--- config.mk ---
export PLATFORM = sky130hd
export DESIGN_NAME = pe_carry_normalizer_flat
export DESIGN_NICKNAME = d
export VERILOG_FILES = /design/src/rtl/pe_carry_normalizer_if.sv /design/src/rtl/pe_carry_normalizer.sv /design/src/flat_wrapper.sv
export SDC_FILE = /design/constraint.sdc
export NUM_CORES = 1
export LEC_CHECK = 0
export CAP_MARGIN = 20
export CORE_AREA = 5 5 97 99
export CTS_BUF_LIST = sky130_fd_sc_hd__clkbuf_16
export DETAILED_ROUTE_END_ITERATION = 6
export DIE_AREA = 0 0 102 104
export GPL_ROUTABILITY_DRIVEN = 0
export GPL_TIMING_DRIVEN = 0
export PLACE_DENSITY = 0.78
export SLEW_MARGIN = 20
export SYNTH_ARGS = -nofsm -noshare
export SYNTH_HDL_FRONTEND = slang
export SYNTH_SLANG_ARGS = --single-unit
--- constraint.sdc ---
create_clock -name clock_i -period 3.65 [get_ports clock_i]
set_clock_uncertainty 0.2 [all_clocks]
set_input_delay 0.5475 -clock clock_i [delete_from_list [all_inputs] [get_ports clock_i]]
set_output_delay 0.5475 -clock clock_i [all_outputs]
set_load 0.02 [all_outputs]
--- src/rtl/pe_carry_normalizer_if.sv ---
// Stream bundle for the carry normaliser: 48-bit column sums in, LIMB_W-bit
// normalised limbs out, plus the frame-busy indication.
interface pe_carry_normalizer_if #(
    parameter int LIMB_W = 17
);
    logic              p_valid_i;
    logic              p_ready_o;
    logic [47:0]       p_i;
    logic              p_last_i;
    logic              limb_valid_o;
    logic              limb_ready_i;
    logic [LIMB_W-1:0] limb_o;
    logic              limb_last_o;
    logic              busy_o;

    modport master (
        output p_valid_i, p_i, p_last_i, limb_ready_i,
        input  p_ready_o, limb_valid_o, limb_o, limb_last_o, busy_o
    );

    modport slave (
        input  p_valid_i, p_i, p_last_i, limb_ready_i,
        output p_ready_o, limb_valid_o, limb_o, limb_last_o, busy_o
    );
endinterface

--- src/rtl/pe_carry_normalizer.sv ---
// Propagates carries across a frame of 48-bit column sums and emits LIMB_W-bit
// limbs, followed by FLUSH_LIMBS limbs that drain the remaining carry.
module pe_carry_normalizer #(
    parameter int LIMB_W      = 17,
    parameter int FLUSH_LIMBS = 2
) (
    input  logic                    clock_i,
    input  logic                    reset_n_i,
    pe_carry_normalizer_if.slave    bus
);
    localparam int SUM_W   = 49;
    localparam int CARRY_W = SUM_W - LIMB_W;
    localparam int CNT_W   = (FLUSH_LIMBS > 1) ? $clog2(FLUSH_LIMBS) : 1;

    typedef enum logic {RUN, FLUSH} state_t;

    state_t               state_q, state_d;
    logic [CARRY_W-1:0]   carry_q, carry_d;
    logic [CNT_W-1:0]     cnt_q, cnt_d;
    logic [LIMB_W-1:0]    limb_q, limb_d;
    logic                 limb_valid_q, limb_valid_d;
    logic                 limb_last_q, limb_last_d;
    logic                 busy_q, busy_d;

    logic                 out_free;
    logic                 in_xfer;
    logic                 out_xfer;
    logic                 flush_last;
    logic                 p_ready;
    logic [SUM_W-1:0]     sum;
    logic [SUM_W-1:0]     carry_ext;

    function automatic logic [LIMB_W-1:0] low_limb(input logic [SUM_W-1:0] v);
        return LIMB_W'(v);
    endfunction

    function automatic logic [CARRY_W-1:0] carry_out(input logic [SUM_W-1:0] v);
        return CARRY_W'(v >> LIMB_W);
    endfunction

    assign out_free   = !limb_valid_q || bus.limb_ready_i;
    assign in_xfer    = bus.p_valid_i && p_ready;
    assign out_xfer   = limb_valid_q && bus.limb_ready_i;
    assign flush_last = (cnt_q == CNT_W'(FLUSH_LIMBS - 1));

    // Carry is narrower than a limb's headroom, so the 49-bit sum cannot overflow.
    assign carry_ext  = {{LIMB_W{1'b0}}, carry_q};
    assign sum        = {1'b0, bus.p_i} + carry_ext;

    always_ff @(posedge clock_i or negedge reset_n_i) begin
        if (!reset_n_i) begin
            state_q <= RUN;
        end else begin
            state_q <= state_d;
        end
    end

    always_comb begin
        state_d = state_q;
        case (state_q)
            RUN:     if (in_xfer && bus.p_last_i) state_d = FLUSH;
            FLUSH:   if (out_free && flush_last)  state_d = RUN;
            default: state_d = RUN;
        endcase
    end

    always_comb begin
        p_ready = 1'b0;
        if (state_q == RUN) begin
            p_ready = out_free;
        end
    end

    always_comb begin
        carry_d      = carry_q;
        cnt_d        = cnt_q;
        limb_d       = limb_q;
        limb_valid_d = limb_valid_q;
        limb_last_d  = limb_last_q;
        case (state_q)
            RUN: begin
                if (in_xfer) begin
                    limb_d       = low_limb(sum);
                    limb_valid_d = 1'b1;
                    limb_last_d  = 1'b0;
                    carry_d      = carry_out(sum);
                    cnt_d        = '0;
                end else if (out_free) begin
                    limb_valid_d = 1'b0;
                    limb_last_d  = 1'b0;
                end
            end
            FLUSH: begin
                // Flush limbs are issued even for a zero carry to keep frame length fixed.
                if (out_free) begin
                    limb_d       = low_limb(carry_ext);
                    limb_valid_d = 1'b1;
                    limb_last_d  = flush_last;
                    if (flush_last) begin
                        carry_d = '0;
                        cnt_d   = '0;
                    end else begin
                        carry_d = carry_out(carry_ext);
                        cnt_d   = cnt_q + 1'b1;
                    end
                end
            end
            default: ;
        endcase
    end

    always_comb begin
        busy_d = busy_q;
        if (in_xfer) begin
            busy_d = 1'b1;
        end else if (out_xfer && limb_last_q) begin
            busy_d = 1'b0;
        end
    end

    always_ff @(posedge clock_i or negedge reset_n_i) begin
        if (!reset_n_i) begin
            carry_q      <= '0;
            cnt_q        <= '0;
            limb_q       <= '0;
            limb_valid_q <= 1'b0;
            limb_last_q  <= 1'b0;
            busy_q       <= 1'b0;
        end else begin
            carry_q      <= carry_d;
            cnt_q        <= cnt_d;
            limb_q       <= limb_d;
            limb_valid_q <= limb_valid_d;
            limb_last_q  <= limb_last_d;
            busy_q       <= busy_d;
        end
    end

    assign bus.p_ready_o    = p_ready;
    assign bus.limb_valid_o = limb_valid_q;
    assign bus.limb_o       = limb_q;
    assign bus.limb_last_o  = limb_last_q;
    assign bus.busy_o       = busy_q;
endmodule

--- src/flat_wrapper.sv ---
// flat-port wrapper written by rule: the top's interface ports become plain ports
module pe_carry_normalizer_flat 
#(
    parameter int LIMB_W      = 17,
    parameter int FLUSH_LIMBS = 2
)
  (clock_i, reset_n_i, bus_p_valid_i, bus_p_i, bus_p_last_i, bus_limb_ready_i, bus_p_ready_o, bus_limb_valid_o, bus_limb_o, bus_limb_last_o, bus_busy_o);
  pe_carry_normalizer_if #(.LIMB_W(LIMB_W)) bus_i ();
  input  logic clock_i;
  input  logic reset_n_i;
  input wire logic [$bits(bus_i.p_valid_i)-1:0] bus_p_valid_i;
  input wire logic [$bits(bus_i.p_i)-1:0] bus_p_i;
  input wire logic [$bits(bus_i.p_last_i)-1:0] bus_p_last_i;
  input wire logic [$bits(bus_i.limb_ready_i)-1:0] bus_limb_ready_i;
  output wire logic [$bits(bus_i.p_ready_o)-1:0] bus_p_ready_o;
  output wire logic [$bits(bus_i.limb_valid_o)-1:0] bus_limb_valid_o;
  output wire logic [$bits(bus_i.limb_o)-1:0] bus_limb_o;
  output wire logic [$bits(bus_i.limb_last_o)-1:0] bus_limb_last_o;
  output wire logic [$bits(bus_i.busy_o)-1:0] bus_busy_o;
  assign bus_i.p_valid_i = bus_p_valid_i;
  assign bus_i.p_i = bus_p_i;
  assign bus_i.p_last_i = bus_p_last_i;
  assign bus_i.limb_ready_i = bus_limb_ready_i;
  assign bus_p_ready_o = bus_i.p_ready_o;
  assign bus_limb_valid_o = bus_i.limb_valid_o;
  assign bus_limb_o = bus_i.limb_o;
  assign bus_limb_last_o = bus_i.limb_last_o;
  assign bus_busy_o = bus_i.busy_o;
  pe_carry_normalizer #(.LIMB_W(LIMB_W), .FLUSH_LIMBS(FLUSH_LIMBS)) u_core (.clock_i(clock_i), .reset_n_i(reset_n_i), .bus(bus_i));
endmodule
==> results of run 1 <==
## power groups by stage
stage	Clock [uW]	Sequential, uW	Combinational [uW]
after floorplan	0	1150	1830
after global placement	0	1110	2650
after detailed placement	0	1130	2710
after CTS	495	1120	2730
after global routing	521	1150	3080
final	491	1130	2810
## final timing paths
check | endpoint
worst max-delay path | u_core.carry_q[22]
worst min-delay path | u_core.bus.limb_o[8]
worst max register to register | u_core.carry_q[22]
worst min register to register | u_core.bus.busy_o
max in group asynchronous | u_core.carry_q[18]
min in group clock_i | u_core.bus.busy_o
## synthesized netlist by cell type (6+ instances only)
master	number
a21oi_1	49
nand2_1	61
xnor2_1	16
o21bai_1	6
or3_1	8
ha_1	32
dfrtp_1	54
o22ai_1	15
o21a_1	10
nor2_1	36
nor3_1	10
nand4_1	7
and3_1	10
a21o_1	11
nand3_1	31
clkbuf_1	20
inv_1	9
o21ai_0	53
## layout by cell type, fill, tap and decap left out, types with 3 or more instances in the layout
| cell | count |
|---|---|
| a211oi_1 | 4 |
| a21boi_0 | 3 |
| a21o_1 | 11 |
| a21oi_1 | 49 |
| a2bb2oi_1 | 3 |
| a31oi_1 | 5 |
| a32o_1 | 3 |
| a32oi_1 | 4 |
| and2_1 | 4 |
| and3_1 | 10 |
| buf_1 | 5 |
| buf_4 | 6 |
| clkbuf_1 | 16 |
| clkbuf_16 | 5 |
| clkdlybuf4s50_1 | 72 |
| dfrtp_1 | 54 |
| ha_1 | 32 |
| inv_1 | 9 |
| mux2i_1 | 5 |
| nand2_1 | 61 |
| nand2b_1 | 4 |
| nand3_1 | 31 |
| nand4_1 | 7 |
| nor2_1 | 36 |
| nor2b_1 | 5 |
| nor3_1 | 10 |
| nor3b_1 | 3 |
| nor4b_1 | 3 |
| o21a_1 | 10 |
| o21ai_0 | 49 |
| o21ai_1 | 6 |
| o21bai_1 | 6 |
| o22ai_1 | 15 |
| o31ai_1 | 4 |
| or3_1 | 8 |
| or4_1 | 5 |
| xnor2_1 | 16 |
| xor2_1 | 5 |
## what timing repair did
action                                  4_1_cts  5_1_grt
setup buffers                                 0        5
cloned                                        0        0
endpoints found under the setup margin        1       11
hold buffers                                  0        0
gates resized for setup                       1        8
pin swaps                                     0        3
## kinds of logic (layout without fill, tap and decap cells)
group / count (synthesis) / in the layout / share of synthesized area (%)
adders and majority gates: 33 / 33 / 9.605
and+or+nand+nor: 199 / 199 / 22.76
buffers and inverters: 36 / 118 / 3.287
AOI/OAI and AO/OA: 193 / 193 / 28.13
DFF: 54 / 54 / 30.87
xor gates and xnor gates: 21 / 21 / 4.202
muxes: 5 / 5 / 1.144
## registers in the layout, indices dropped and copies added (netlist names)
name / cells
u_core.cnt_q: 1
u_core.bus.limb_last_o: 1
u_core.carry_q: 32
u_core.bus.limb_o: 17
u_core.bus.busy_o: 1
u_core.bus.limb_valid_o: 1
u_core.state_q: 1
## layout make-up
cell class / instances / area [um2] / area share (%)
Inverter: 9 / 33.78 / 0.6217
Multi-Input combinational cell: 451 / 2904 / 53.44
Tap cell: 108 / 135.1 / 2.487
Sequential cell: 54 / 1351 / 24.87
Timing Repair Buffer: 78 / 765.7 / 14.09
Clock buffer: 5 / 125.1 / 2.303
Buffer: 23 / 97.59 / 1.796
Clock inverter: 3 / 21.27 / 0.3914
## worst reg2reg max path: stages (launching register included)
cell,delay (ns)
dfrtp_1,0.47
ha_1,0.38
nand2_1,0.10
nor2_1,0.25
nand2_1,0.19
a2111oi_4,0.42
a211oi_4,0.15
o31a_1,0.36
buf_4,0.18
or4_1,0.51
nand3_1,0.08
## through the flow
stage | utilization, % | hold slack, ns
2_1_floorplan | - | 0.05191
3_3_place_gp | 61.93 | 0.2611
3_5_place_dp | 61.90 | 0.2630
4_1_cts | 63.69 | 0.1423
5_1_grt | 64.19 | 0.1582
6_report | 64.19 | 0.08812
## metal layers
metal / vias up / part of all wire (%) / GRT usage (%)
li1: 2197 / - / -
met1: 2173 / 41 / 35.52
met2: 243 / 47 / 41.83
met3: 36 / 8.0 / 3.018
met4: 0 / 3.4 / 8.622
met5: - / 0 / 0
==> impl_metrics.env, run 1 <==
export IMPL_worst_endpoint_required_ns=3.69
export IMPL_synth_top_area_share_pct=30.87
export IMPL_numCtsBuffers=5
export IMPL_groute_usage_overall_pct=25.85
export IMPL_crit_chain="clkdlybuf4s50_1, ha_1, a211oi_1, o21a_1, or4_4, nand3_2, a211oi_4, o31a_1, buf_4, or4_1, nand3_1"
export IMPL_yosys_area_top_type="dfrtp_1"
export IMPL_layout_area_overhead_vs_synth_pct=24.16
export IMPL_worst_setup_path_type="in2reg"
export IMPL_worst_r2r_path_depth=10
export IMPL_stdcell_area_um2=5434
export IMPL_peakVddDrop_v=0.0003247
export IMPL_end_kind="flip-flop"
export IMPL_fillerInstances=753
export IMPL_drt_pass_1_iters=7
export IMPL_route_antenna_remaining_nets=0
export IMPL_post_synth_instance_area_um2=4377
export IMPL_finalSetupTns_ns=0
export IMPL_number_of_register_bits_inferred_by_synthesis=54
export IMPL_p_int_uw=2308
export IMPL_htree_num_levels=2
export IMPL_timing_worst_slew_pin_value_ns=0.7115
export IMPL_ys_warn_count=0
export IMPL_run_status="complete, no violations"
export IMPL_dpl_worst_slack_ns=-0.2654
export IMPL_via_density_per_instance=6.360
export IMPL_maxSlewViolCount=0
export IMPL_sw_frac_of_total_pct=47.88
export IMPL_global_route_wire_length_before_repair_um=22110
export IMPL_final_layout_size_suffix_gt1_share_pct=4.334
export IMPL_crit_reg2reg_launch="u_core.carry_q[11]"
export IMPL_critPathBufInv=2
export IMPL_synth_main_ff_cell="dfrtp_1"
export IMPL_crit_slowest_cell="or4_4"
export IMPL_cellPowerDensity_nw_per_um2=814.8
export IMPL_total_nets_final=708
export IMPL_critical_path_peak_fanout=5
export IMPL_rows=34
export IMPL_combPwrFrac_pct=63.5
export IMPL_critPathArrivalTime_ns=3.56
export IMPL_maxCapViolCount=0
export IMPL_synth_top_cells_by_area="dfrtp_1 (31%), ha_1 (9.1%), o21ai_0 (6.1%)"
export IMPL_die_w_um=102
export IMPL_cp_num_cells=11
export IMPL_vias_in_the_first_global_route=4426
export IMPL_wire_per_inst_um=18.96
export IMPL_die_h_um=104
export IMPL_postPlaceCellArea_um2=5240
export IMPL_antenna_found_initial=0
export IMPL_worstSkewPairLatency_ns=0.30
export IMPL_drc_violation_count_after_routing=0
export IMPL_pwr_share_clk_pct=11.1
export IMPL_postSynth_asyncResetShare_pct=100.0
export IMPL_initial_utilization_pct=51.70
export IMPL_placed_instances=722
export IMPL_synth_seq_area_share_pct=30.87
export IMPL_routed_wire_length_um=13860
export IMPL_worst_path_dominant_cell_family="simple AND/OR/NAND/NOR gates"
export IMPL_hpwl_um=10340
export IMPL_syn_num_nets=627
export IMPL_synth_cell_types=64
export IMPL_setup_ws_ns=0.1239
export IMPL_clkSinkCount=54
export IMPL_critical_path_startpoint_type="input port"
export IMPL_syn_mean_instance_area_um2=8.090
export IMPL_post_layout_nonfiller_instances=731
export IMPL_cts_buffer_depth=2
export IMPL_power_frac_seq_pct=25.4
export IMPL_final_period_minus_worst_setup_slack_ns=3.526
export IMPL_final_setup_viol_count=0
export IMPL_worstHoldPathType="in2async"
export IMPL_detailroute_via_count=4649
export IMPL_number_of_enable_type_register_cells_in_the_synthesized_netlist=0
export IMPL_tritoncts="built"
export IMPL_leakagePower_uw=0.002281
export IMPL_min_period_over_period_pct=96.61
export IMPL_floorplan_die_area_um2=10610
export IMPL_worst_setup_hold_path_clk_slew_ns=0.08
export IMPL_drt_iter0_markers=452
export IMPL_clockRootBuffer="clkbuf_16"
export IMPL_grt_max_degree=55
export IMPL_grt_overflow=0
export IMPL_net_switching_power_uw=2120
export IMPL_report_final_hold_viol_count=0
export IMPL_reg2reg_setup_slack_ns=0.30
export IMPL_core_box_area_um2=8466
export IMPL_slowest_delay_ns=0.56
export IMPL_synthCells=541
export IMPL_design_portCount=74
export IMPL_worst_setup_path_startpoint="bus_p_i[1]"
export IMPL_timing_max_slew_rel_slack_pct=52.56
export IMPL_antenna_cells_inserted=0
export IMPL_timing_fmax_mhz=283.6
export IMPL_port_buffers=73
export IMPL_post_layout_total_power_uw=4428
No activity file was read; power rests on OpenSTA's default activity.
==> inputs of run 2 (changes only) <==
- PLACE_DENSITY: 0.78 -> 0.79
- SETUP_SLACK_MARGIN: default -> 0.1
==> impl_metrics.env, run 2 (synthesized netlist as in run 1, its figures left out) <==
export IMPL_vias_in_the_first_global_route=4499
export IMPL_layout_commonest_cell="clkdlybuf4s50_1"
export IMPL_peakVddDrop_v=0.0002889
export IMPL_drt_iter0_markers=457
export IMPL_die_h_um=104
export IMPL_maxCapViolCount=0
export IMPL_port_buffers=73
export IMPL_final_layout_size_suffix_gt1_share_pct=6.400
export IMPL_postPlaceCellArea_um2=5240
export IMPL_combPwrFrac_pct=63.4
export IMPL_min_period_over_period_pct=95.41
export IMPL_die_w_um=102
export IMPL_numCtsBuffers=5
export IMPL_critPathArrivalTime_ns=3.52
export IMPL_crit_chain="clkdlybuf4s50_1, ha_1, nand2_1, nor2_2, nand2_1, a2111oi_4, a211oi_4, o31a_1, buf_4, or4b_1, nand3_1"
export IMPL_end_kind="flip-flop"
export IMPL_timing_worst_slew_pin_value_ns=0.7224
export IMPL_final_setup_viol_count=0
export IMPL_grt_setup_unrepaired="false"
export IMPL_initial_utilization_pct=51.70
export IMPL_pwr_share_clk_pct=12.1
export IMPL_antenna_cells_inserted=0
export IMPL_run_status="complete, no violations"
export IMPL_drc_violation_count_after_routing=0
export IMPL_wire_per_inst_um=19.54
export IMPL_setup_ws_ns=0.1675
export IMPL_dpl_worst_slack_ns=-0.2621
export IMPL_sw_frac_of_total_pct=47.49
export IMPL_cellPowerDensity_nw_per_um2=835.7
export IMPL_drt_pass_1_iters=6
export IMPL_design_portCount=74
export IMPL_worst_endpoint_required_ns=3.69
export IMPL_final_core_util_pct=65.68
export IMPL_grt_overflow=0
export IMPL_maxSlewViolCount=0
export IMPL_p_int_uw=2440
export IMPL_clockRootBuffer="clkbuf_16"
export IMPL_worst_setup_hold_path_clk_slew_ns=0.08
export IMPL_power_frac_seq_pct=24.5
export IMPL_hold_ws_ns=0.07040
export IMPL_via_density_per_instance=6.503
export IMPL_net_switching_power_uw=2207
export IMPL_grt_max_degree=55
export IMPL_timing_fmax_mhz=287.1
export IMPL_htree_num_levels=2
export IMPL_route_antenna_remaining_nets=0
export IMPL_layout_area_overhead_vs_synth_pct=27.04
export IMPL_detailroute_via_count=4767
export IMPL_crit_slowest_cell="or4b_1"
export IMPL_worst_setup_path_type="in2reg"
export IMPL_critical_path_startpoint_type="input port"
export IMPL_leakagePower_uw=0.002301
export IMPL_stdcell_area_um2=5560
export IMPL_worstHoldPathType="in2async"
export IMPL_largest_register_ff_count=32
export IMPL_groute_usage_overall_pct=26.26
export IMPL_global_route_wire_length_before_repair_um=22340
export IMPL_worstSkewPairLatency_ns=0.30
export IMPL_final_cell_mix="clkdlybuf4s50_1 (71), nand2_1 (61), dfrtp_1 (54)"
export IMPL_critical_path_peak_fanout=5
export IMPL_timing_critical_path_mode_cell="nand2_1"
export IMPL_core_box_area_um2=8466
export IMPL_tritoncts="built"
export IMPL_report_final_hold_viol_count=0
export IMPL_slowest_delay_ns=0.51
export IMPL_antenna_found_initial=0
export IMPL_rows=34
export IMPL_total_nets_final=710
export IMPL_final_period_minus_worst_setup_slack_ns=3.483
export IMPL_max_flop_register="u_core.carry_q"
export IMPL_floorplan_die_area_um2=10610
export IMPL_clkSinkCount=54
export IMPL_post_cts_hold_buffer_count=0
export IMPL_timing_max_slew_rel_slack_pct=51.84
export IMPL_cts_buffer_depth=2
export IMPL_hpwl_um=10380
export IMPL_routed_wire_length_um=14320
## run 2: cell count changes in the layout (fill, tap and decap cells not counted), moves of 2 or more
cell        change
a21oi_2         +4
clkinvlp_4      +2
o21ai_2         +2
ha_1            -5
clkbuf_1        +2
a21oi_1         -4
clkinv_4        -2
ha_4            +4
## run 2: layout make-up
class                      count  area (um2)
buffer                        25       105.1
clock buffer                   5       125.1
clock inverter                 3       45.04
fill                         705        2905
inverter                       9       33.78
multi-input combinational    451        2997
sequential                    54        1351
tap                          108       135.1
timing repair buffer          78       768.2
## run 2: power by group through the flow
stage / Sequential (uW) / Combinational [uW] / Clock, uW
3_5_place_dp: 1130 / 2700 / 0
2_1_floorplan: 1150 / 1830 / 0
6_report: 1140 / 2950 / 563
3_3_place_gp: 1110 / 2650 / 0
5_1_grt: 1160 / 3190 / 595
4_1_cts: 1120 / 2740 / 567
## run 2: worst paths after layout
check | from | end | slack (ns) | cells past startpoint
min in group clock_i | u_core.bus.limb_o[3] | u_core.bus.limb_o[3] | 0.28 | 2
setup reg to reg | u_core.carry_q[11] | u_core.carry_q[20] | 0.32 | 10
hold / removal | reset_n_i | u_core.bus.limb_o[9] | 0.07 | 1
hold reg to reg | u_core.bus.limb_o[3] | u_core.bus.limb_o[3] | 0.28 | 2
setup / recovery | bus_p_i[11] | u_core.carry_q[20] | 0.17 | 11
max in group asynchronous | reset_n_i | u_core.bus.limb_o[16] | 2.67 | 1
## run 2: through the flow
stage | instances | power (uW) | setup TNS (ns)
2_1_floorplan | 541 | 2979 | 0
3_3_place_gp | 722 | 3761 | -1.827
3_5_place_dp | 722 | 3829 | -2.360
4_1_cts | 731 | 4424 | 0
5_1_grt | 733 | 4953 | 0
6_report | 733 | 4647 | 0
## run 2: routing by layer
layer | part of all wire (%) | track usage (%)
met4 | 4.7 | 12.65
met3 | 9.3 | 3.488
met2 | 46 | 40.71
met1 | 40 | 35.70
met5 | 0 | 0
## run 2: worst max-delay path: cells and delay by family
kind / cells / cell delay [ns]
adder cells (fa/ha/maj): 1 / 0.35
AO/OA/AOI/OAI: 3 / 0.98
AND/OR/NAND/NOR: 5 / 1.06
buffers and inverters: 2 / 0.58
## run 2: what timing repair did
| item | CTS | global route |
|---|---|---|
| buffers inserted | 1 | 4 |
| setup endpoints to repair | 5 | 13 |
| gates resized for setup | 2 | 23 |
| pin swaps | 1 | 10 |
